===== config.mk =====
export PLATFORM = sky130hd
export DESIGN_NAME = field_pack_stage
export DESIGN_NICKNAME = d
export VERILOG_FILES = /design/src/rtl/field_pack_stage.sv
export SDC_FILE = /design/constraint.sdc
export NUM_CORES = 1
export LEC_CHECK = 0
export ABC_AREA = 1
export ABC_CLOCK_PERIOD_IN_PS = 1270
export BUFFER_PORTS_ARGS = -buffer_cell sky130_fd_sc_hd__clkbuf_2
export CAP_MARGIN = 10
export CELL_PAD_IN_SITES_DETAIL_PLACEMENT = 0
export CELL_PAD_IN_SITES_GLOBAL_PLACEMENT = 2
export CORE_AREA = 2 2 66 68
export DETAILED_ROUTE_END_ITERATION = 8
export DIE_AREA = 0 0 68 70
export GPL_TIMING_DRIVEN = 0
export PLACE_DENSITY = 0.73
export SKIP_LAST_GASP = 1
export SLEW_MARGIN = 10
export SYNTH_ARGS = -nofsm -noshare
export SYNTH_HDL_FRONTEND = slang
export SYNTH_SLANG_ARGS = --single-unit

===== constraint.sdc =====
create_clock -name clk -period 1.27 [get_ports clk]
set_input_delay 0.254 -clock clk [delete_from_list [all_inputs] [get_ports clk]]
set_output_delay 0.254 -clock clk [all_outputs]
set_load 0.05 [all_outputs]

===== src/rtl/field_pack_stage.sv =====
// Two-beat assembler: field0 then field1 into a registered packed struct.
// Optional FIELD_PACK_ASSERT_EN elaborates consistency assertions.
module field_pack_stage #(
    parameter int FIELD0_WIDTH = 4,
    parameter int FIELD1_WIDTH = 4,
    parameter int IN_WIDTH     = 4,
    parameter int CNT_WIDTH    = 8
) (
    input  logic                                 clk,
    input  logic                                 rst_n,
    input  logic                                 clear,
    input  logic                                 in_valid,
    output logic                                 in_ready,
    input  logic [IN_WIDTH-1:0]                  in_data,
    output logic                                 out_valid,
    input  logic                                 out_ready,
    output logic [FIELD0_WIDTH+FIELD1_WIDTH-1:0] out_struct,
    output logic [FIELD0_WIDTH-1:0]              out_field0,
    output logic [FIELD1_WIDTH-1:0]              out_field1,
    output logic [CNT_WIDTH-1:0]                 out_count
);

    localparam int SW = FIELD0_WIDTH + FIELD1_WIDTH;

    typedef struct packed {
        logic [FIELD0_WIDTH-1:0] field0;
        logic [FIELD1_WIDTH-1:0] field1;
    } pack_t;

    typedef enum logic [1:0] {
        IDLE,
        HAVE_F0,
        FULL
    } state_t;

    generate
        if (IN_WIDTH < FIELD0_WIDTH || IN_WIDTH < FIELD1_WIDTH) begin : g_width_err
            $error("field_pack_stage: IN_WIDTH narrower than a field");
        end
    endgenerate

    state_t                  state;
    state_t                  state_nxt;
    pack_t                   pack_q;
    pack_t                   pack_d;
    logic [FIELD0_WIDTH-1:0] stage_q;
    logic [FIELD0_WIDTH-1:0] stage_d;
    logic [CNT_WIDTH-1:0]    count_q;
    logic [CNT_WIDTH-1:0]    count_d;
    logic                    unused_bits;

    // Beat bits above a field width are intentionally dropped.
    assign unused_bits = ^in_data;

    always_ff @(posedge clk or negedge rst_n) begin
        if (!rst_n) begin
            state   <= IDLE;
            pack_q  <= '0;
            stage_q <= '0;
            count_q <= '0;
        end else begin
            state   <= state_nxt;
            pack_q  <= pack_d;
            stage_q <= stage_d;
            count_q <= count_d;
        end
    end

    // field0 lands in stage_q first, so the visible struct never tears.
    always_comb begin
        state_nxt = state;
        pack_d    = pack_q;
        stage_d   = stage_q;
        count_d   = count_q;
        in_ready  = 1'b0;
        if (clear) begin
            state_nxt = IDLE;
        end else begin
            in_ready = (state != FULL) || out_ready;
            unique case (state)
                IDLE: begin
                    if (in_valid) begin
                        stage_d   = in_data[FIELD0_WIDTH-1:0];
                        state_nxt = HAVE_F0;
                    end
                end
                HAVE_F0: begin
                    if (in_valid) begin
                        pack_d.field0 = stage_q;
                        pack_d.field1 = in_data[FIELD1_WIDTH-1:0];
                        state_nxt     = FULL;
                    end
                end
                FULL: begin
                    if (out_ready) begin
                        count_d = count_q + 1'b1;
                        if (in_valid) begin
                            stage_d   = in_data[FIELD0_WIDTH-1:0];
                            state_nxt = HAVE_F0;
                        end else begin
                            state_nxt = IDLE;
                        end
                    end
                end
                default: state_nxt = IDLE;
            endcase
        end
    end

    assign out_valid  = (state == FULL);
    assign out_struct = pack_q;
    assign out_field0 = pack_q.field0;
    assign out_field1 = pack_q.field1;
    assign out_count  = count_q;

`ifdef FIELD_PACK_ASSERT_EN
    always_comb begin
        assert (pack_q.field0 === out_struct[SW-1:FIELD1_WIDTH]);
        assert (pack_q.field1 === out_struct[FIELD1_WIDTH-1:0]);
        assert (out_field0 === pack_q.field0);
        assert (!(out_valid && state != FULL));
    end
`else
`endif

endmodule


Word-level counts from Yosys, hierarchy flattened
Index checks and enable logic that the tools add are counted.
{"block": "totals", "reg_bits": 22, "in_bits": 9}
{"block": "op_classes", "n_addsub": 1, "eq_ne": 7, "muxes": 10, "bitwise_logic": 1, "reduce_logical": 7}
{"cell": "3-bit AND reduction", "n": 4}
{"cell": "8-bit by 1-bit adder with 8-bit output, second input constant", "n": 1}
{"cell": "2-bit 2-to-1 mux", "n": 4}
{"cell": "4-bit 2-to-1 mux", "n": 2}
{"cell": "4-bit case mux with 2 select lines", "n": 1}
{"cell": "3-bit inequality test, second input constant", "n": 2}
{"cell": "2-bit case mux with 3 select lines", "n": 1}
{"cell": "3-bit by 2-bit inequality test with 1-bit output, second input constant", "n": 1}
{"cell": "2-bit by 1-bit equality test with 1-bit output, second input constant", "n": 1}
{"cell": "2-bit equality test, second input constant", "n": 1}
{"cell": "2-bit zero test", "n": 1}
{"cell": "1-bit 2-to-1 mux", "n": 2}
{"cell": "2-bit by 1-bit inequality test with 1-bit output, second input constant", "n": 1}
{"cell": "2-bit inequality test, second input constant", "n": 1}
{"cell": "2-bit nonzero test", "n": 1}
{"cell": "1-bit logical OR", "n": 1}
{"cell": "1-bit inverter", "n": 1}

Logic depth before layout (Yosys ltp)
Gate-level depths: netlist (run 1).
{"block": "logic_depth", "word_depth": 4, "depth_mapped": 6, "depth_no_buf": 6}

Least setup slack after synthesis (run 1)
Ideal clock, no wire load.
{"block": "synth_path", "kind": "register to register", "from": "reg count_q[0], in the netlist out_count[0]", "to": "reg count_q[6], in the netlist out_count[6]", "arrival_ns": 1.339, "setup_slack_ns": -0.188, "stages_incl_launch_ff": 7, "n_path_buf": 0, "period_less_slack_ns": 1.458, "path_cell_list": "dfrtp_1 -> ha_1 -> nand3_1 -> nor2_1 -> nand2_1 -> nand2_1 -> nand2_1"}
{"block": "synth_between", "elab_chain_cells": 1}
{"element": "from (decl)", "line": "48", "source": "logic [CNT_WIDTH-1:0] count_q;"}
{"element": "from (signal assigned)", "line": "65", "source": "count_q <= count_d;"}
{"element": "8-bit by 1-bit adder with 8-bit output", "line": "96", "source": "count_d = count_q + 1'b1;"}
No other way between the ends.
A chain may end at the register's enable or synchronous reset.

Worst setup path after layout (run 1)
{"block": "layout_path", "from": "reg state[0]", "to": "out in_ready"}
{"block": "layout_between", "elab_chain_cells": 3}
{"element": "from (decl)", "line": "42", "source": "state_t state;"}
{"element": "from (signal assigned)", "line": "62", "source": "state <= state_nxt;"}
{"element": "2-bit inequality test", "line": "79", "source": "in_ready = (state != FULL) || out_ready;"}
{"element": "1-bit logical OR", "line": "79"}
{"element": "1-bit 2-to-1 mux", "line": "76", "source": "if (clear) begin"}
{"element": "to (decl)", "line": "13", "source": "output logic in_ready,"}
No other way between the ends.

==> qor.yml, run 1 <==
outcome:
  run_status: "finished with violations"
  failed_checks: "setup timing"
run:
  max_cap_viol_count: 0
yosys:
  synth_fa_ha_area_frac: 0.0114
  yosysWarnings: 0
  avgSynthCellArea_um2: 8.89
  synth_simple_gate_area_share: 0.244
  synth.ff_latch_count: 22
  synth_area_leader_cell: "dfrtp_1"
  yosys-mux-area-fraction: 0
  synth_compound_area_frac: 0.105
  yosysSeqAreaShare: 0.503
  synth.area.top_cells: "dfrtp_1 (50%), nand2_1 (12%), o21ai_2 (6.4%), buf_4 (5.5%), inv_1 (5.5%)"
  ys_types: 19
  synth-xor-area-share: 0.0160
  syn-cell-area_um2: 1090
  synthCells: 123
  syn_nets: 133
  synth_top_cell_area_share: 0.503
  synth_top_family_by_area: "simple AND/OR/NAND/NOR gates"
timing:
  setup_violations: 3
  fin_crit_ns: 1.29
  slew_viol_final: 0
  rsz0062_at_grt: "true"
  hold_viol: 0
  slew_headroom: 0.632
  whs_ns: 0.226
  max_freq_mhz: 775
  timing.final.ws_setup_ns: -0.0208
  worst_slew_pin_slew_ns: 0.552
  fin_crit_sh: 1.02
  skew_ns: 0.00256
detailed_routing:
  ant_nets: 0
  vias: 970
  drt-initial-drc-count: 17
  wl_um: 2340
  drc: 0
  drt-vias-per-instance: 4.29
  wire_per_inst_um: 10.3
  first_pass_iters: 5
setup_path:
  cpMaxStageDelayCell: "dfrtp_2"
  slowest_delay_ns: 0.43
  endpoint_kind: "primary output"
  crit_chain: "o21ai_2 > inv_1 > buf_8"
  crit_arrival_ns: 1.04
  startpoint_type: "register"
  crit_type: "register to primary output"
  cp_max_fo: 3
  critPathRequiredTime_ns: 1.02
die:
  die-area_um2: 4760
  die_x_um: 68
  core_um2: 4140
  start_util: 0.264
  ios: 35
  die_h_um: 70
  core.rowCount: 24
clock_tree:
  cts_sinks: 22
  clockBufferDepth: 2
  clk_pin_slew_ns: 0.08
  htree_num_levels: 1
  cts_buffers: 3
  cts_tree: "built"
  clock_latency_ns: 0.26
  cts.root.buffer_cell: "clkbuf_8"
layout:
  final_common_cell: "nand2_1"
  layout_common_cells: "nand2_1 (33), buf_4 (22), clkbuf_2 (21)"
  final_nets: 185
  diodes: 0
  multi_input_area_um2: 433
  stdcell_area_um2: 1610
  regArea_um2: 557
  fillers: 445
  syn_to_final_growth_pct: 46.8
  drive_gt1_frac: 0.483
global_route:
  grt_max_degree: 23
  antenna_found_initial: 0
  grt_use_total: 0.104
  overflow: 0
  grt_pass1_wl_um: 3740
  grt_pass1_vias: 835
placed_design:
  place_ws_ns: 0.00247
  port-buffer-count: 34
  hpwlAfterDp_um: 1620
  gpl.final_weighted_congestion: 0.702
  postPlaceCellArea_um2: 1330
power:
  irDropWorstVdd_mv: 1.15
  p_total_w: 0.00296
  total_leakage_power_nw: 0.821
  p_per_area_nw_per_um2: 1840
hold_path:
  min_path_type: "input pin to register"
[worst paths after layout]
path | startpoint | to | slack [ns] | cells after the start
max in group asynchronous | rst_n | out_count[2]$_DFFE_PN0P_ | 0.37 | 2
setup reg to reg | state[1]$_DFFE_PN0P_ | out_field0[0]$_DFFE_PN0P_ | -0.02 | 6
setup / recovery | state[0]$_DFFE_PN0P_ | in_ready | -0.02 | 3
min in group asynchronous | rst_n | out_field0[3]$_DFFE_PN0P_ | 0.50 | 2
hold / removal | in_data[0] | out_field1[0]$_DFFE_PN0P_ | 0.23 | 3
hold reg to reg | stage_q[1]$_DFFE_PN0P_ | stage_q[1]$_DFFE_PN0P_ | 0.49 | 2
[cells in the mapped netlist]
| cell | instances |
|---|---|
| nand4_1 | 1 |
| nor2_2 | 2 |
| ha_1 | 1 |
| inv_1 | 16 |
| buf_4 | 8 |
| o21ai_0 | 9 |
| buf_6 | 1 |
| xor2_1 | 1 |
| nand3_4 | 1 |
| xnor2_1 | 1 |
| dfrtp_1 | 22 |
| nor2_1 | 7 |
| nand2_2 | 2 |
| nand3_2 | 1 |
| nand2_1 | 34 |
| nand3b_1 | 3 |
| nand3_1 | 4 |
| nor2_4 | 1 |
| o21ai_2 | 8 |
[critical path, delay by kind of cell, from the launching register on]
family          cells  cell delay, ns
compound gates      1            0.13
buf+inv             2            0.21
flops               1            0.43
[sequential cells by signal, indices dropped and copies added (netlist names)]
signal	flops
out_count	8
out_field0	4
out_field1	4
stage_q	4
state	2
[area by class of cell]
type / count / area share
flip-flops and latches: 22 / 0.347
clock buffers: 3 / 0.0257
plain buffers: 9 / 0.0444
clock inverters: 1 / 0.0187
multi-input cells: 76 / 0.270
inverters: 16 / 0.0374
well taps: 52 / 0.0405
repair buffers: 47 / 0.217
[report_power, final]
part | internal, W | switching, W | total, W | leakage [nW]
Sequential | 0.000833 | 0.000112 | 0.000945 | 0.281
Combinational | 0.000470 | 0.000888 | 0.00136 | 0.505
Clock | 0.000421 | 0.000233 | 0.000654 | 0.0357
[layer usage]
layer | GRT usage | vias up | wire length, um
met2 | 0.175 | 28 | 1140
met3 | 0.0386 | 3 | 143
met5 | 0 | - | 0
li1 | - | 483 | -
met1 | 0.126 | 456 | 1040
met4 | 0.0200 | 0 | 10
[through the flow]
| step | instances | TNS, ns | util |
|---|---|---|---|
| final | 226 | -0.0495 | 0.387 |
| after global routing | 226 | -1.02 | 0.387 |
| after CTS | 217 | -0.131 | 0.362 |
| after detailed placement | 209 | 0 | 0.322 |
| after global placement | 209 | 0 | 0.322 |
| after floorplan | 123 | -0.0153 | - |
[logic make-up after synthesis]
kind of cell             count (synthesis)
XOR/XNOR                                 2
buffers and inverters                   25
AND/OR/NAND/NOR                         56
AO/OA/AOI/OAI                           17
adder cells (fa/ha/maj)                  1
flip-flops                              22
[what timing repair did]
action / in CTS / in global routing
endpoints found under the setup margin: 11 / 21
resized for setup: 20 / 21
endpoints found under the hold margin: 22 / 0
hold buffers: 1 / 0
pin swaps: 2 / 2
setup buffers: 3 / 9
(Power assumes the default switching activity.)
==> run 2, diff against run 1 <==
--- a/config.mk
+++ b/config.mk
@@ -5,17 +5,17 @@
 export SDC_FILE = /design/constraint.sdc
 export NUM_CORES = 1
 export LEC_CHECK = 0
-export ABC_AREA = 1
 export ABC_CLOCK_PERIOD_IN_PS = 1270
 export BUFFER_PORTS_ARGS = -buffer_cell sky130_fd_sc_hd__clkbuf_2
 export CAP_MARGIN = 10
 export CELL_PAD_IN_SITES_DETAIL_PLACEMENT = 0
 export CELL_PAD_IN_SITES_GLOBAL_PLACEMENT = 2
-export CORE_AREA = 2 2 66 68
+export CORE_AREA = 2 2 61 63
+export CTS_CLUSTER_DIAMETER = 200
 export DETAILED_ROUTE_END_ITERATION = 8
-export DIE_AREA = 0 0 68 70
+export DIE_AREA = 0 0 63 65
 export GPL_TIMING_DRIVEN = 0
-export PLACE_DENSITY = 0.73
+export PLACE_DENSITY = 0.74
 export SKIP_LAST_GASP = 1
 export SLEW_MARGIN = 10
 export SYNTH_ARGS = -nofsm -noshare
==> run 2 against run 1 <==
Effect of this change:
- the flow still finishes with violations (setup timing)
- fmax fell by 11%
- clock-buffer cell count did not move
- sequential share of layout area fell by 2.5 points
- combinational power rose by 42%
- register-to-register slack got worse by 0.17 ns
- die area fell by 14%
- clock power fell by 17%
- utilization rose by 11 points
- synthesized area fell by 7.8%
- hold slack got worse by 0.081 ns
- critical path depth rose by 2
- sequential power rose by 3.8%
==> qor.yml, run 2 <==
outcome:
  run_status: "finished with violations"
  failed_checks: "setup timing"
detailed_routing:
  vias: 787  # -19%
  wire_per_inst_um: 12.3  # +19%
  first_pass_iters: 3  # -2
  drt-vias-per-instance: 4.42  # +3.0%
  drt-initial-drc-count: 3  # -14
  wl_um: 2190  # -6.2%
  drc: 0  # unchanged
  ant_nets: 0  # unchanged
setup_path:
  cp_max_fo: 4  # +1
  cpMaxStageDelayCell: "dfrtp_2"
  critPathBufInv: 3  # +1
  startpoint_type: "register"
  crit_chain: "buf_4 > buf_6 > inv_2 > o2111a_2 > mux2_4"
  endpoint_kind: "register"
  slowest_delay_ns: 0.47  # +0.04 ns
  critPathRequiredTime_ns: 1.48  # +0.46 ns
  path_delay_family: "flip-flops"
  crit_arrival_ns: 1.67  # +0.63 ns
  crit_type: "register to register"
die:
  core_um2: 3500  # -16%
  die_x_um: 63  # -7.4%
  ios: 35  # unchanged
  die_h_um: 65  # -7.1%
  start_util: 0.288  # +0.0246
  core.rowCount: 22  # -8.3%
  die-area_um2: 4100  # -14%
clock_tree:
  cts_sinks: 22  # unchanged
  cts_buffers: 3  # unchanged
  clockBufferDepth: 2  # unchanged
  htree_num_levels: 1  # unchanged
  clk_pin_slew_ns: 0.13  # +0.05 ns
  cts_tree: "built"
  cts.root.buffer_cell: "clkbuf_4"
  clock_latency_ns: 0.31  # +0.05 ns
timing:
  skew_ns: 0.00168  # -0.000876 ns
  hold_viol: 0  # unchanged
  timing.final.ws_setup_ns: -0.188  # -0.167 ns
  rsz0062_at_grt: "true"
  slew_headroom: 0.627  # -0.00481
  slew_viol_final: 0  # unchanged
  fin_crit_sh: 1.15  # +0.131
  max_freq_mhz: 686  # -11%
  fin_crit_ns: 1.46  # +0.167 ns
  worst_slew_pin_slew_ns: 0.559  # +0.00721 ns
  setup_violations: 29  # +26
layout:
  layout_common_cells: "buf_4 (21), dfrtp_1 (16), buf_6 (11)"
  final_nets: 141  # -24%
  syn_to_final_growth_pct: 71.7
  fillers: 318  # -29%
  largest_register_ff_count: 8  # unchanged
  final_common_cell: "buf_4"
  stdcell_count: 178  # -21%
  diodes: 0  # unchanged
  drive_gt1_frac: 0.677  # +0.194
  stdcell_area_um2: 1730  # +7.9%
yosys:
  ys.flop_type: "dfrtp_1"
  synth_simple_gate_area_share: 0.130  # -0.113
  synth_edf_count: 0  # unchanged
  synth_compound_area_frac: 0.0298  # -0.0755
  synth.ff_latch_count: 22  # unchanged
  synth.area.top_cells: "dfrtp_1 (55%), mux2_2 (12%), buf_4 (6.0%), xor2_1 (3.5%), xnor2_1 (2.6%)"
  synth_fa_ha_area_frac: 0.0124  # +0.000965
  synth-xor-area-share: 0.0608  # +0.0448
  synth_top_family_by_area: "multiplexers"
  yosys-top-cells-count: "dfrtp_1 (22), mux2_2 (11), buf_4 (8)"
  synthCells: 80  # -35%
  synth_top_cell_area_share: 0.546  # +0.0425
  synth_area_leader_cell: "dfrtp_1"
  yosysSeqAreaShare: 0.546  # +0.0425
  syn-cell-area_um2: 1010  # -7.8%
  syn_nets: 90  # -32%
  avgSynthCellArea_um2: 12.6  # +42%
  ys_types: 25  # +6
  yosysWarnings: 0  # unchanged
  yosys-mux-area-fraction: 0.134  # +0.134
  synth_most_common_cell: "dfrtp_1"
  async_flop_share: 1.00  # unchanged
global_route:
  busiest_layer: "met2"
  grt_pass1_vias: 749  # -10%
  antenna_found_initial: 0  # unchanged
  grt_use_met2: 0.186  # +0.0114
  grtUsageMet3: 0.0382  # -0.000453
  overflow: 0  # unchanged
  met1_usage: 0.145  # +0.0190
  grt_max_degree: 23  # unchanged
  grt_use_total: 0.115  # +0.0105
  grt_pass1_wl_um: 3630  # -2.9%
power:
  total_leakage_power_nw: 0.871  # +6.0%
  irDropWorstVdd_mv: 0.963  # -16%
  p_total_w: 0.00345  # +17%
  p_per_area_nw_per_um2: 1990  # +8.3%
placed_design:
  dp_cells: 162  # -22%
  hpwlAfterDp_um: 1360  # -16%
  gpl.final_weighted_congestion: 0.705  # +0.51%
  postPlaceCellArea_um2: 1250  # -6.1%
  port-buffer-count: 34  # unchanged
run:
  max_cap_viol_count: 0  # unchanged
hold_path:
  min_path_type: "input pin to register"
==> run 2: final cells by class <==
type | count | area, um^2 | area share
Multi-Input combinational cell | 45 | 452 | 0.261
Inverter | 3 | 11.3 | 0.00650
Sequential cell | 22 | 558 | 0.322
Buffer | 10 | 113 | 0.0650
Tap cell | 48 | 60.1 | 0.0347
Clock inverter | 1 | 30.0 | 0.0173
Clock buffer | 3 | 22.5 | 0.0130
Timing Repair Buffer | 46 | 485 | 0.280
==> run 2: worst reg2reg max path, stage by stage, from the launching register on <==
cell	delay, ns
dfrtp_2	0.47
buf_4	0.15
buf_6	0.11
inv_2	0.05
o2111a_2	0.27
mux2_4	0.32
==> run 2: metrics by stage <==
stage          hold WS [ns]   util  worst slack (ns)  setup TNS (ns)
2_1_floorplan       -0.0416      -            0.0192               0
3_3_place_gp          0.269  0.358           -0.0730          -0.778
3_5_place_dp          0.269  0.358           -0.0816          -0.815
4_1_cts               0.145  0.467            -0.200           -1.55
5_1_grt               0.154  0.495            -0.250           -4.80
6_report              0.146  0.495            -0.188           -3.20
==> run 2: worst paths after layout <==
kind                                                from                   endpoint  slack, ns  cells past startpoint
worst max-delay path                state[0]$_DFFE_PN0P_     stage_q[3]$_DFFE_PN0P_      -0.19                      5
worst min-delay path                               clear       state[0]$_DFFE_PN0P_       0.15                      2
worst max register to register      state[0]$_DFFE_PN0P_     stage_q[3]$_DFFE_PN0P_      -0.19                      5
worst min register to register  out_count[7]$_DFFE_PN0P_   out_count[7]$_DFFE_PN0P_       0.48                      1
max in group asynchronous                          rst_n   out_count[3]$_DFFE_PN0P_       0.40                      2
min in group asynchronous                          rst_n  out_field1[0]$_DFFE_PN0P_       0.47                      2
==> run 2: power by group <==
part	total, W	switching [W]	internal (W)	leakage [nW]
logic	0.00193	0.000999	0.000928	0.571
registers	0.000981	0.000133	0.000848	0.271
clock network	0.000546	0.000227	0.000319	0.0279
==> run 2: cell families after synthesis <==
logic type,after synthesis
AOI/OAI and AO/OA,4
muxes,12
and+or+nand+nor,21
xor gates and xnor gates,7
adders and majority gates,1
DFF,22
buffers and inverters,13
==> run 2: routing by layer <==
metal | share of wire | vias to the layer above
met4 | 0.0050 | 0
met2 | 0.46 | 32
met3 | 0.066 | 2
met5 | 0 | -
li1 | - | 369
met1 | 0.47 | 384
==> run 2: timing repair <==
item                                   4_1_cts  5_1_grt
hold buffers                                 1        0
endpoints found under the hold margin       22        0
resized for setup                           58       35
pin swaps                                    9        7
buffers inserted                             5        6
setup endpoints to repair                   34       44
